--- src/rtl/imem_loader_pkg.sv ---
// Shared constants, FSM encoding and state decode helpers for the instruction-memory loader.
package imem_loader_pkg;

   localparam int         IMEM_ADDR_W   = 8;
   localparam int         IMEM_DATA_W   = 16;
   localparam logic [7:0] SYNC_BYTE_DEF = 8'hA5;

   typedef enum logic [3:0] {
      ST_IDLE, ST_CNT, ST_BASE, ST_HI, ST_LO, ST_CHK,
      ST_ARM, ST_START, ST_RUN, ST_ERR
   } state_t;

   function automatic logic st_busy(state_t s);
      return s inside {ST_CNT, ST_BASE, ST_HI, ST_LO, ST_CHK, ST_ARM, ST_START};
   endfunction

   // The CPU hand-off states are the only ones that refuse bytes.
   function automatic logic st_ready(state_t s);
      return !(s inside {ST_ARM, ST_START});
   endfunction

endpackage

--- src/rtl/imem_loader_if.sv ---
// Byte-stream input and instruction-memory write port of the loader.
interface imem_loader_if #(
   parameter int ADDR_W = 8,
   parameter int DATA_W = 16
) ();
   logic [7:0]        rx_data;
   logic              rx_valid;
   logic              rx_ready;
   logic              i_we;
   logic [ADDR_W-1:0] i_addr;
   logic [DATA_W-1:0] i_wdata;

   modport master (input rx_data, rx_valid, output rx_ready, i_we, i_addr, i_wdata);
   modport slave  (output rx_data, rx_valid, input rx_ready, i_we, i_addr, i_wdata);
endinterface

--- src/rtl/imem_loader_chk.sv ---
// Running XOR checksum: clear, accumulate a byte, compare against a received value.
module imem_loader_chk (
   input  logic       clk,
   input  logic       rst,
   input  logic       clr,
   input  logic       acc,
   input  logic [7:0] din,
   input  logic [7:0] cmp,
   output logic       match
);
   logic [7:0] sum_q, sum_d;

   always_comb begin
      sum_d = sum_q;
      if (clr)      sum_d = 8'h00;
      else if (acc) sum_d = sum_q ^ din;
   end

   always_ff @(posedge clk) begin
      if (rst) sum_q <= 8'h00;
      else     sum_q <= sum_d;
   end

   assign match = (sum_q == cmp);
endmodule

--- src/rtl/imem_loader.sv ---
// Frame-driven instruction-memory loader; holds the CPU off while loading, then enables and starts it.
// Define IMEM_LOADER_BASE_ADDR_EN to take a BASE start-address byte after CNT.
module imem_loader
   import imem_loader_pkg::*;
#(
   parameter int         ADDR_W    = IMEM_ADDR_W,
   parameter int         DATA_W    = IMEM_DATA_W,
   parameter logic [7:0] SYNC_BYTE = SYNC_BYTE_DEF,
   parameter int         START_DLY = 1
) (
   input  logic           clk,
   input  logic           rst,
   imem_loader_if.master  bus,
   output logic           cpu_enable,
   output logic           cpu_start,
   output logic           busy,
   output logic           done,
   output logic           err
);
   state_t            state_q, state_d;
   logic [8:0]        count_q, count_d;
   logic [ADDR_W-1:0] addr_q, addr_d;
   logic [7:0]        hi_q, hi_d;
   logic [3:0]        dly_q, dly_d;
   logic              i_we_q, i_we_d;
   logic [ADDR_W-1:0] i_addr_q, i_addr_d;
   logic [DATA_W-1:0] i_wdata_q, i_wdata_d;
   logic              cpu_enable_q, cpu_enable_d;
   logic              cpu_start_q, cpu_start_d;
   logic              busy_q, busy_d;
   logic              done_q, done_d;
   logic              err_q, err_d;
   logic              rx_rdy, xfer, chk_clr, chk_acc, chk_match;

   assign rx_rdy = st_ready(state_q);
   assign xfer   = bus.rx_valid && rx_rdy;

   imem_loader_chk u_chk (
      .clk   (clk),
      .rst   (rst),
      .clr   (chk_clr),
      .acc   (chk_acc),
      .din   (bus.rx_data),
      .cmp   (bus.rx_data),
      .match (chk_match)
   );

   always_comb begin
      state_d      = state_q;
      count_d      = count_q;
      addr_d       = addr_q;
      hi_d         = hi_q;
      dly_d        = dly_q;
      i_we_d       = 1'b0;
      i_addr_d     = i_addr_q;
      i_wdata_d    = i_wdata_q;
      cpu_enable_d = cpu_enable_q;
      cpu_start_d  = 1'b0;
      done_d       = done_q;
      err_d        = err_q;
      chk_clr      = 1'b0;
      chk_acc      = 1'b0;
      case (state_q)
         ST_IDLE, ST_RUN, ST_ERR: if (xfer && bus.rx_data == SYNC_BYTE) begin
            chk_clr = 1'b1;
            state_d = ST_CNT;
         end
         ST_CNT: if (xfer) begin
            count_d      = (bus.rx_data == 8'h00) ? 9'd256 : {1'b0, bus.rx_data};
            chk_acc      = 1'b1;
            err_d        = 1'b0;
            done_d       = 1'b0;
            cpu_enable_d = 1'b0;
`ifdef IMEM_LOADER_BASE_ADDR_EN
            state_d      = ST_BASE;
`else
            addr_d       = '0;
            state_d      = ST_HI;
`endif
         end
         ST_BASE: if (xfer) begin
            addr_d  = ADDR_W'(bus.rx_data);
            chk_acc = 1'b1;
            state_d = ST_HI;
         end
         ST_HI: if (xfer) begin
            hi_d    = bus.rx_data;
            chk_acc = 1'b1;
            state_d = ST_LO;
         end
         ST_LO: if (xfer) begin
            chk_acc   = 1'b1;
            i_we_d    = 1'b1;
            i_addr_d  = addr_q;
            i_wdata_d = DATA_W'({hi_q, bus.rx_data});
            addr_d    = addr_q + 1'b1;
            count_d   = count_q - 1'b1;
            state_d   = (count_q == 9'd1) ? ST_CHK : ST_HI;
         end
         ST_CHK: if (xfer) begin
            if (chk_match) begin
               cpu_enable_d = 1'b1;
               done_d       = 1'b1;
               dly_d        = 4'd0;
               state_d      = ST_ARM;
            end else begin
               err_d   = 1'b1;
               state_d = ST_ERR;
            end
         end
         // ARM lasts START_DLY cycles; cpu_start is raised on entry to START.
         ST_ARM: begin
            if (dly_q == 4'(START_DLY - 1)) begin
               cpu_start_d = 1'b1;
               state_d     = ST_START;
            end else begin
               dly_d = dly_q + 4'd1;
            end
         end
         ST_START: state_d = ST_RUN;
         default:  state_d = ST_IDLE;
      endcase
      busy_d = st_busy(state_d);
   end

   always_ff @(posedge clk) begin
      if (rst) begin
         state_q      <= ST_IDLE;
         count_q      <= '0;
         addr_q       <= '0;
         hi_q         <= '0;
         dly_q        <= '0;
         i_we_q       <= 1'b0;
         i_addr_q     <= '0;
         i_wdata_q    <= '0;
         cpu_enable_q <= 1'b0;
         cpu_start_q  <= 1'b0;
         busy_q       <= 1'b0;
         done_q       <= 1'b0;
         err_q        <= 1'b0;
      end else begin
         state_q      <= state_d;
         count_q      <= count_d;
         addr_q       <= addr_d;
         hi_q         <= hi_d;
         dly_q        <= dly_d;
         i_we_q       <= i_we_d;
         i_addr_q     <= i_addr_d;
         i_wdata_q    <= i_wdata_d;
         cpu_enable_q <= cpu_enable_d;
         cpu_start_q  <= cpu_start_d;
         busy_q       <= busy_d;
         done_q       <= done_d;
         err_q        <= err_d;
      end
   end

   assign bus.rx_ready = rx_rdy;
   assign bus.i_we     = i_we_q;
   assign bus.i_addr   = i_addr_q;
   assign bus.i_wdata  = i_wdata_q;
   assign cpu_enable   = cpu_enable_q;
   assign cpu_start    = cpu_start_q;
   assign busy         = busy_q;
   assign done         = done_q;
   assign err          = err_q;
endmodule

--- src/flat_wrapper.sv ---
// flat-port wrapper written by rule: the top's interface ports become plain ports
module imem_loader_flat import imem_loader_pkg::*;
#(
   parameter int         ADDR_W    = IMEM_ADDR_W,
   parameter int         DATA_W    = IMEM_DATA_W,
   parameter logic [7:0] SYNC_BYTE = SYNC_BYTE_DEF,
   parameter int         START_DLY = 1
)
  (clk, rst, cpu_enable, cpu_start, busy, done, err, bus_rx_data, bus_rx_valid, bus_rx_ready, bus_i_we, bus_i_addr, bus_i_wdata);
  imem_loader_if #(.ADDR_W(ADDR_W), .DATA_W(DATA_W)) bus_i ();
  input  logic clk;
  input  logic rst;
  output logic cpu_enable;
  output logic cpu_start;
  output logic busy;
  output logic done;
  output logic err;
  input wire logic [$bits(bus_i.rx_data)-1:0] bus_rx_data;
  input wire logic [$bits(bus_i.rx_valid)-1:0] bus_rx_valid;
  output wire logic [$bits(bus_i.rx_ready)-1:0] bus_rx_ready;
  output wire logic [$bits(bus_i.i_we)-1:0] bus_i_we;
  output wire logic [$bits(bus_i.i_addr)-1:0] bus_i_addr;
  output wire logic [$bits(bus_i.i_wdata)-1:0] bus_i_wdata;
  assign bus_i.rx_data = bus_rx_data;
  assign bus_i.rx_valid = bus_rx_valid;
  assign bus_rx_ready = bus_i.rx_ready;
  assign bus_i_we = bus_i.i_we;
  assign bus_i_addr = bus_i.i_addr;
  assign bus_i_wdata = bus_i.i_wdata;
  imem_loader #(.ADDR_W(ADDR_W), .DATA_W(DATA_W), .SYNC_BYTE(SYNC_BYTE), .START_DLY(START_DLY)) u_core (.clk(clk), .rst(rst), .bus(bus_i), .cpu_enable(cpu_enable), .cpu_start(cpu_start), .busy(busy), .done(done), .err(err));
endmodule
--- config.mk ---
export PLATFORM = sky130hd
export DESIGN_NAME = imem_loader_flat
export DESIGN_NICKNAME = d
export VERILOG_FILES = /design/src/rtl/imem_loader_pkg.sv /design/src/rtl/imem_loader_if.sv /design/src/rtl/imem_loader_chk.sv /design/src/rtl/imem_loader.sv /design/src/flat_wrapper.sv
export SDC_FILE = /design/constraint.sdc
export NUM_CORES = 1
export LEC_CHECK = 0
export CORE_UTILIZATION = 25
export DETAILED_ROUTE_END_ITERATION = 10
export PLACE_DENSITY_LB_ADDON = 0.12
export SLEW_MARGIN = 15
export SYNTH_ARGS = -nofsm -noshare
export SYNTH_HDL_FRONTEND = slang
export SYNTH_SLANG_ARGS = --single-unit
--- constraint.sdc ---
create_clock -name clk -period 2 [get_ports clk]
set_input_delay 0.3 -clock clk [delete_from_list [all_inputs] [get_ports clk]]
set_output_delay 0.3 -clock clk [all_outputs]
set_load 0.01 [all_outputs]
==> impl_results.md, run 1 <==
- Synth unique cells: 57
- Crit-path max FO: 9
- Post-synthesis sequential area ratio: 0.406
- Post-synth EDFFs: 0
- Critical path origin: u_core.state_q[1]
- HP Start: rst
- Core area: 13300 µm²
- Final Hold Fails: 0
- CP required: 1.70 ns
- Post-synth top flop: dfxtp_1
- Max Clk Rate: 545 MHz
- RR Startpoint: u_core.state_q[2]
- Total CTS buffers: 9
- CP Class: flop to primary output
- Nets@finish: 498
- Worst IR Drop VDD: 0.384 mV
- Starting density of the core: 0.259
- First-pass GRT wire length: 16.3 mm
- CTS Sinks: 70
- Slew Viols, Final: 0
- Area Overhead vs Synth: 31.0%
- Most common cell after layout, fill and taps aside: nand2_1
- DRT iter0 DRCs: 137
- Critical Path Sink Type: primary output
- Vias in the first global route: 3085
- Layout Skew: 0.00524 ns
- Placed Area: 4230 µm²
- Share of power burned in registers: 0.443
- Setup violations, final: 0
- Clock network power share: 0.469
- Fill cells: 1453
- Mapped Nets: 443
- Ant diodes: 0
- Net Switching: 0.824 mW
- Final Cell Area: 4520 µm²
- RSZ-0062 raised after global routing: no
- Yosys warning total: 0
- Via density: 4.68
- Outcome: complete, no violations
- Clock latency on the worst-skew pair: 0.33 ns
- Clock-pin slew on the worst setup and hold paths: 0.06 ns
- Sw Share: 0.254
- Row Count: 42
- Final setup TNS: 0 ns
- Die height: 120 µm
- Seq cells post-synth: 70
- Final ANT Viol Nets: 0
- Commonest cells after routing, fill and taps aside: nand2_1 (73), dfxtp_1 (68), nor2_1 (44)
- H-tree levels: 3
- Leakage: 1.53 nW
- Startpoint types: flop
- Worst slew margin: 0.724
- Critical Path AT: 1.54 ns
- Total I/O pin count: 42
- Die Wd: 120 µm
- Combinational Power Share: 0.089
- Final WL: 9.91 mm
- Pwr/cell area: 718 nW/µm²
- Final worst path period share: 0.918
- MaxCap Viol Count: 0
- TritonCTS clock tree: done
- Post-CTS Setup Bufs: 0
- Placer's final routability congestion estimate: 0.799
- Remaining DRCs: 0
- Hold crit path type: input pin to flop
- Initial antenna violation count: 0
- Power Total: 3.25 mW
- Int Pwr: 2.42 mW
- First drt pass iteration count: 4
- Post-layout minimum cycle time: 1.84 ns
- Slew @ Worst Pin: 0.414 ns
- Die area: 14300 µm²
- Final core utilization: 0.339
- Ratio of cells with drive above 1 in the final layout: 0.150
- Post-DR wirelength/cell: 14.9 µm
- Mapped cell area: 3450 µm²
- Synth Instances: 427
- Syn Area/Cell: 8.09 µm²
- HPWL Detailed: 6.82 mm
- Share of synthesized registers carrying an async set or reset: 0
- Global Route Usage Sum: 0.149
- Port Buffers: 41
- CTS root buf: clkbuf_16
- Via count: 3102
- Largest net degree at the start of global routing: 55
- Bufs on Longest Clock Path: 2
- GR Overflow Total: 0
==> worst paths after layout <==
check,to,slack (ns),cells after the start
setup / recovery,bus_rx_ready,0.16,3
hold / removal,u_core.state_q[0],0.32,2
setup reg to reg,u_core.addr_q[0],0.26,6
hold reg to reg,u_core.bus.i_addr[0],0.45,2
==> cell families (layout without fill, tap and decap cells) <==
family,after synthesis,count (layout),share of synthesized area
flops,70,70,0.406
compound gates,101,101,0.184
mux,11,11,0.0319
xor+xnor,22,22,0.0558
fa+ha+maj,5,5,0.0181
simple gates,171,171,0.237
buf+inv,47,107,0.0670
==> critical path, cell delays in order, from the launching register on <==
cell and delay, ns:
dfxtp_2 0.43, buf_4 0.18, nand3_1 0.09, clkdlybuf4s50_1 0.50
==> flip-flops by register name (all words and copies together), names as in the netlist <==
register,count
u_core.state_q,4
u_core.cpu_start,1
u_core.addr_q,8
u_core.bus.i_wdata,16
u_core.u_chk.sum_q,8
u_core.hi_q,8
u_core.busy,1
u_core.bus.i_addr,8
u_core.err,1
u_core.count_q,9
u_core.cpu_enable,1
u_core.dly_q,4
u_core.bus.i_we,1
==> power by group through the flow <==
stage | sequential (mW) | combinational, mW | clock (mW)
3_5_place_dp | 1.47 | 0.291 | 0
3_3_place_gp | 1.47 | 0.291 | 0
4_1_cts | 1.44 | 0.292 | 1.57
6_report | 1.44 | 0.289 | 1.52
5_1_grt | 1.44 | 0.318 | 1.64
2_1_floorplan | 1.46 | 0.174 | 0
==> synthesized netlist by cell type, drive strengths merged, types with 2 or more instances <==
master	instances	area share
nand2	73	0.079
a22o	3	0.0076
and3	3	0.0054
a32o	3	0.0087
nor2	46	0.051
and2	5	0.0091
o31ai	2	0.0043
nor3	9	0.019
a21oi	40	0.058
a21o	2	0.0043
xnor2	13	0.033
inv	11	0.012
nand4	5	0.0091
ha	5	0.018
nor3b	2	0.0076
a211oi	7	0.015
dfxtp	70	0.41
a31oi	6	0.011
nand2b	6	0.014
or2	2	0.0036
mux2i	11	0.032
xor2	9	0.023
o21ai	19	0.028
buf	26	0.044
nand3	9	0.013
a41oi	2	0.0051
clkbuf	10	0.011
a22oi	8	0.017
nor4	4	0.011
nor2b	2	0.0036
==> stage by stage <==
stage	instances	hold WS, ns	worst slack [ns]
finish	663	0.316	0.164
floorplan	427	0.431	0.436
CTS	663	0.310	0.0222
global placement	647	0.443	-0.0956
global route	663	0.334	0.0324
detailed placement	647	0.448	-0.153
==> per-layer routing <==
| layer | up-vias | GRT usage | wire length [µm] |
|---|---|---|---|
| met4 | 0 | 0.0469 | 151 |
| met5 | - | 0 | 0 |
| met1 | 1459 | 0.204 | 5010 |
| li1 | 1572 | - | - |
| met3 | 13 | 0.0399 | 477 |
| met2 | 58 | 0.225 | 4270 |
==> area by class of cell <==
cell class / instances / area (µm²) / area share
Sequential cell: 70 / 1400 / 0.310
Clock buffer: 10 / 239 / 0.0528
Inverter: 11 / 41.3 / 0.00913
Tap cell: 176 / 220 / 0.0487
Multi-Input combinational cell: 310 / 1830 / 0.403
Timing Repair Buffer: 80 / 748 / 0.165
Clock inverter: 6 / 46.3 / 0.0102
==> repair_timing <==
item                                    4_1_cts  5_1_grt
resized for setup                             0        3
endpoints found under the setup margin        0        2
hold endpoints to repair                      0        0
hold buffers                                  0        0
Note: power is estimated with default switching activity, not from simulation.
==> run 2: changes to the inputs <==
--- a/config.mk
+++ b/config.mk
@@ -5,6 +5,7 @@
 export SDC_FILE = /design/constraint.sdc
 export NUM_CORES = 1
 export LEC_CHECK = 0
+export CORE_ASPECT_RATIO = 2
 export CORE_UTILIZATION = 25
 export DETAILED_ROUTE_END_ITERATION = 10
 export PLACE_DENSITY_LB_ADDON = 0.12
==> run 2 against run 1 <==
Net effect: via count up 1.6%; worst hold slack improved by 0.068 ns; maximum frequency is 3.9% lower; register-to-register slack got worse by 0.15 ns; flip-flop and latch count unchanged; sequential power hardly changed; largest power group unchanged.
==> impl_results.md, run 2 (same netlist as run 1, synthesis figures left out) <==
- Placed Area: 4230 µm² (about the same)
- Clock-pin slew on the worst setup and hold paths: 0.06 ns (about the same)
- Combinational Power Share: 0.084 (was 0.089)
- Row Count: 60 (was 42)
- Core area: 13400 µm² (was 13300 µm²)
- Clock network power share: 0.486 (was 0.469)
- Startpoint types: flop (unchanged)
- CP Class: flop to primary output (unchanged)
- Most common cell after layout, fill and taps aside: nand2_1 (unchanged)
- Worst slew margin: 0.648 (was 0.724)
- Initial antenna violation count: 0 (unchanged)
- Dpl ws: -0.163 ns (was -0.153 ns)
- Final WL: 10.1 mm (was 9.91 mm)
- Gr busiest metal: met2 (unchanged)
- Number of flip-flops in the largest register: 16 (unchanged)
- RR Endpoint: u_core.busy (was u_core.addr_q[0])
- TritonCTS clock tree: done (unchanged)
- H-tree levels: 3 (unchanged)
- Hold crit path type: input pin to flop (unchanged)
- Final ANT Viol Nets: 0 (unchanged)
- CTS root buf: clkbuf_16 (unchanged)
- Finished Layout Cells: 644 (was 663)
- Starting density of the core: 0.257 (was 0.259)
- Net Switching: 0.823 mW (was 0.824 mW)
- Post-DR wirelength/cell: 15.7 µm (was 14.9 µm)
- MaxCap Viol Count: 0 (unchanged)
- Port Buffers: 41 (unchanged)
- Leakage: 1.55 nW (was 1.53 nW)
- RR Startpoint: u_core.dly_q[0] (was u_core.state_q[2])
- CP required: 1.70 ns (about the same)
- Max Clk Rate: 523 MHz (was 545 MHz)
- R2R depth: 7 (was 6)
- First drt pass iteration count: 4 (unchanged)
- Crit-path max FO: 20 (was 9)
- Final worst path period share: 0.956 (was 0.918)
- Critical Path AT: 1.61 ns (was 1.54 ns)
- Ratio of cells with drive above 1 in the final layout: 0.149 (was 0.150)
- Area Overhead vs Synth: 30.9% (was 31.0%)
- Final Hold Fails: 0 (unchanged)
- Die Wd: 85.1 µm (was 120 µm)
- Die area: 14300 µm² (about the same)
- Die height: 168 µm (was 120 µm)
- Nets@finish: 500 (was 498)
- Critical path cell sequence: buf_4, nand3_1, clkdlybuf4s50_1 (unchanged)
- Hold-fix buffers at CTS: 0 (unchanged)
- Slew @ Worst Pin: 0.521 ns (was 0.414 ns)
- Total I/O pin count: 42 (unchanged)
- CP Capture Point: bus_rx_ready (unchanged)
- Worst IR Drop VDD: 0.376 mV (was 0.384 mV)
- GRT met2 Usage: 0.282 (was 0.225)
- CTS Sinks: 70 (unchanged)
- Met3 global-route usage: 0.0275 (was 0.0399)
- Vias in the first global route: 3173 (was 3085)
- Int Pwr: 2.52 mW (was 2.42 mW)
- Worst stage delay on the critical path: 0.51 ns (was 0.50 ns)
- Crit path depth: 3 (unchanged)
- First-pass GRT wire length: 16.6 mm (was 16.3 mm)
- GR Overflow Total: 0 (unchanged)
- Clock latency on the worst-skew pair: 0.34 ns (was 0.33 ns)
- Pwr/cell area: 739 nW/µm² (was 718 nW/µm²)
- Critical Path Sink Type: primary output (unchanged)
- Setup violations, final: 0 (unchanged)
- Power Total: 3.34 mW (was 3.25 mW)
- Via density: 4.89 (was 4.68)
- DRT iter0 DRCs: 145 (was 137)
- Ant diodes: 0 (unchanged)
- Share of power burned in registers: 0.430 (was 0.443)
- Register-to-register path setup slack: 0.11 ns (was 0.26 ns)
- RSZ-0062 raised after global routing: no (unchanged)
- Outcome: complete, no violations (unchanged)
- Final core utilization: 0.336 (was 0.339)
- Buf/Inv on CP: 2 (unchanged)
- Delay-heaviest family, CP: buffers and inverters (unchanged)
- Via count: 3151 (was 3102)
- Post-layout minimum cycle time: 1.91 ns (was 1.84 ns)
- Slew Viols, Final: 0 (unchanged)
- Global Route Usage Sum: 0.153 (was 0.149)
- Total CTS buffers: 9 (unchanged)
- Slowest-stage cell, CP: clkdlybuf4s50_1 (unchanged)
- Placer's final routability congestion estimate: 0.785 (was 0.799)
- Placed insts: 629 (was 647)
- Final worst slack: 0.0885 ns (was 0.164 ns)
- Met1 usage: 0.165 (was 0.204)
- Final Cell Area: 4520 µm² (about the same)
- Commonest cells after routing, fill and taps aside: nand2_1 (73), dfxtp_1 (68), nor2_1 (44) (unchanged)
- Bufs on Longest Clock Path: 2 (unchanged)
- Sw Share: 0.247 (was 0.254)
- Layout Skew: 0.00634 ns (was 0.00524 ns)
- Remaining DRCs: 0 (unchanged)
- Critical path origin: u_core.state_q[2] (was u_core.state_q[1])
- HPWL Detailed: 7.44 mm (was 6.82 mm)
- Largest net degree at the start of global routing: 27 (was 55)
run 2: cell count changes in the layout (fill, tap and decap cells not counted), sizes merged:
| cell | delta |
|---|---|
| buf | +2 |
| bufinv | +1 |
| clkinvlp | -2 |
| inv | +1 |
run 2: worst min-delay path by stage:
stage	from	end	slack, ns	cells past startpoint
6_report	rst	u_core.hi_q[1]	0.38	2
5_1_grt	rst	u_core.hi_q[1]	0.39	2
4_1_cts	rst	u_core.hi_q[1]	0.37	2
3_5_place_dp	u_core.bus.i_addr[1]	u_core.bus.i_addr[1]	0.45	2
3_3_place_gp	u_core.hi_q[6]	u_core.bus.i_wdata[14]	0.44	2
2_1_floorplan	u_core.hi_q[2]	u_core.bus.i_wdata[10]	0.43	2
run 2: worst reg2reg max path, stage by stage (launching register included):
cell and delay, ns:
dfxtp_1 0.35, inv_1 0.07, ha_1 0.13, nor3b_1 0.33, a21oi_1 0.11, o311ai_0 0.47, a31oi_1 0.12, a211oi_1 0.23
run 2: metal layers:
metal / share of wire / routed length, µm / up-vias
li1: - / - / 1576
met1: 0.40 / 4040 / 1510
met2: 0.55 / 5570 / 50
met3: 0.026 / 267 / 15
met4: 0.024 / 238 / 0
met5: 0 / 0 / -
run 2: power by group through the flow:
| stage | Clock [mW] | Sequential, mW | Combinational (mW) |
|---|---|---|---|
| floorplan | 0 | 1.46 | 0.174 |
| finish | 1.62 | 1.44 | 0.280 |
| global route | 1.73 | 1.44 | 0.311 |
| detailed placement | 0 | 1.47 | 0.285 |
| global placement | 0 | 1.47 | 0.285 |
| CTS | 1.68 | 1.44 | 0.286 |
run 2: final cells by class:
type / instances / area (µm²)
Tap cell: 155 / 194
Inverter: 11 / 41.3
Clock inverter: 6 / 70.1
Timing Repair Buffer: 82 / 763
Clock buffer: 10 / 229
Sequential cell: 70 / 1400
Fill cell: 1401 / 8920
Multi-Input combinational cell: 310 / 1820
run 2: what timing repair did:
action / in CTS / in global routing
hold endpoints to repair: 0 / 0
gates resized for setup: 2 / 0
setup endpoints to repair: 1 / 0
setup buffers: 0 / 0
run 2: stage by stage:
stage	hold WS (ns)	TNS [ns]
finish	0.383	0
global route	0.386	0
CTS	0.375	0
detailed placement	0.449	-0.585
global placement	0.445	-0.529
floorplan	0.431	0
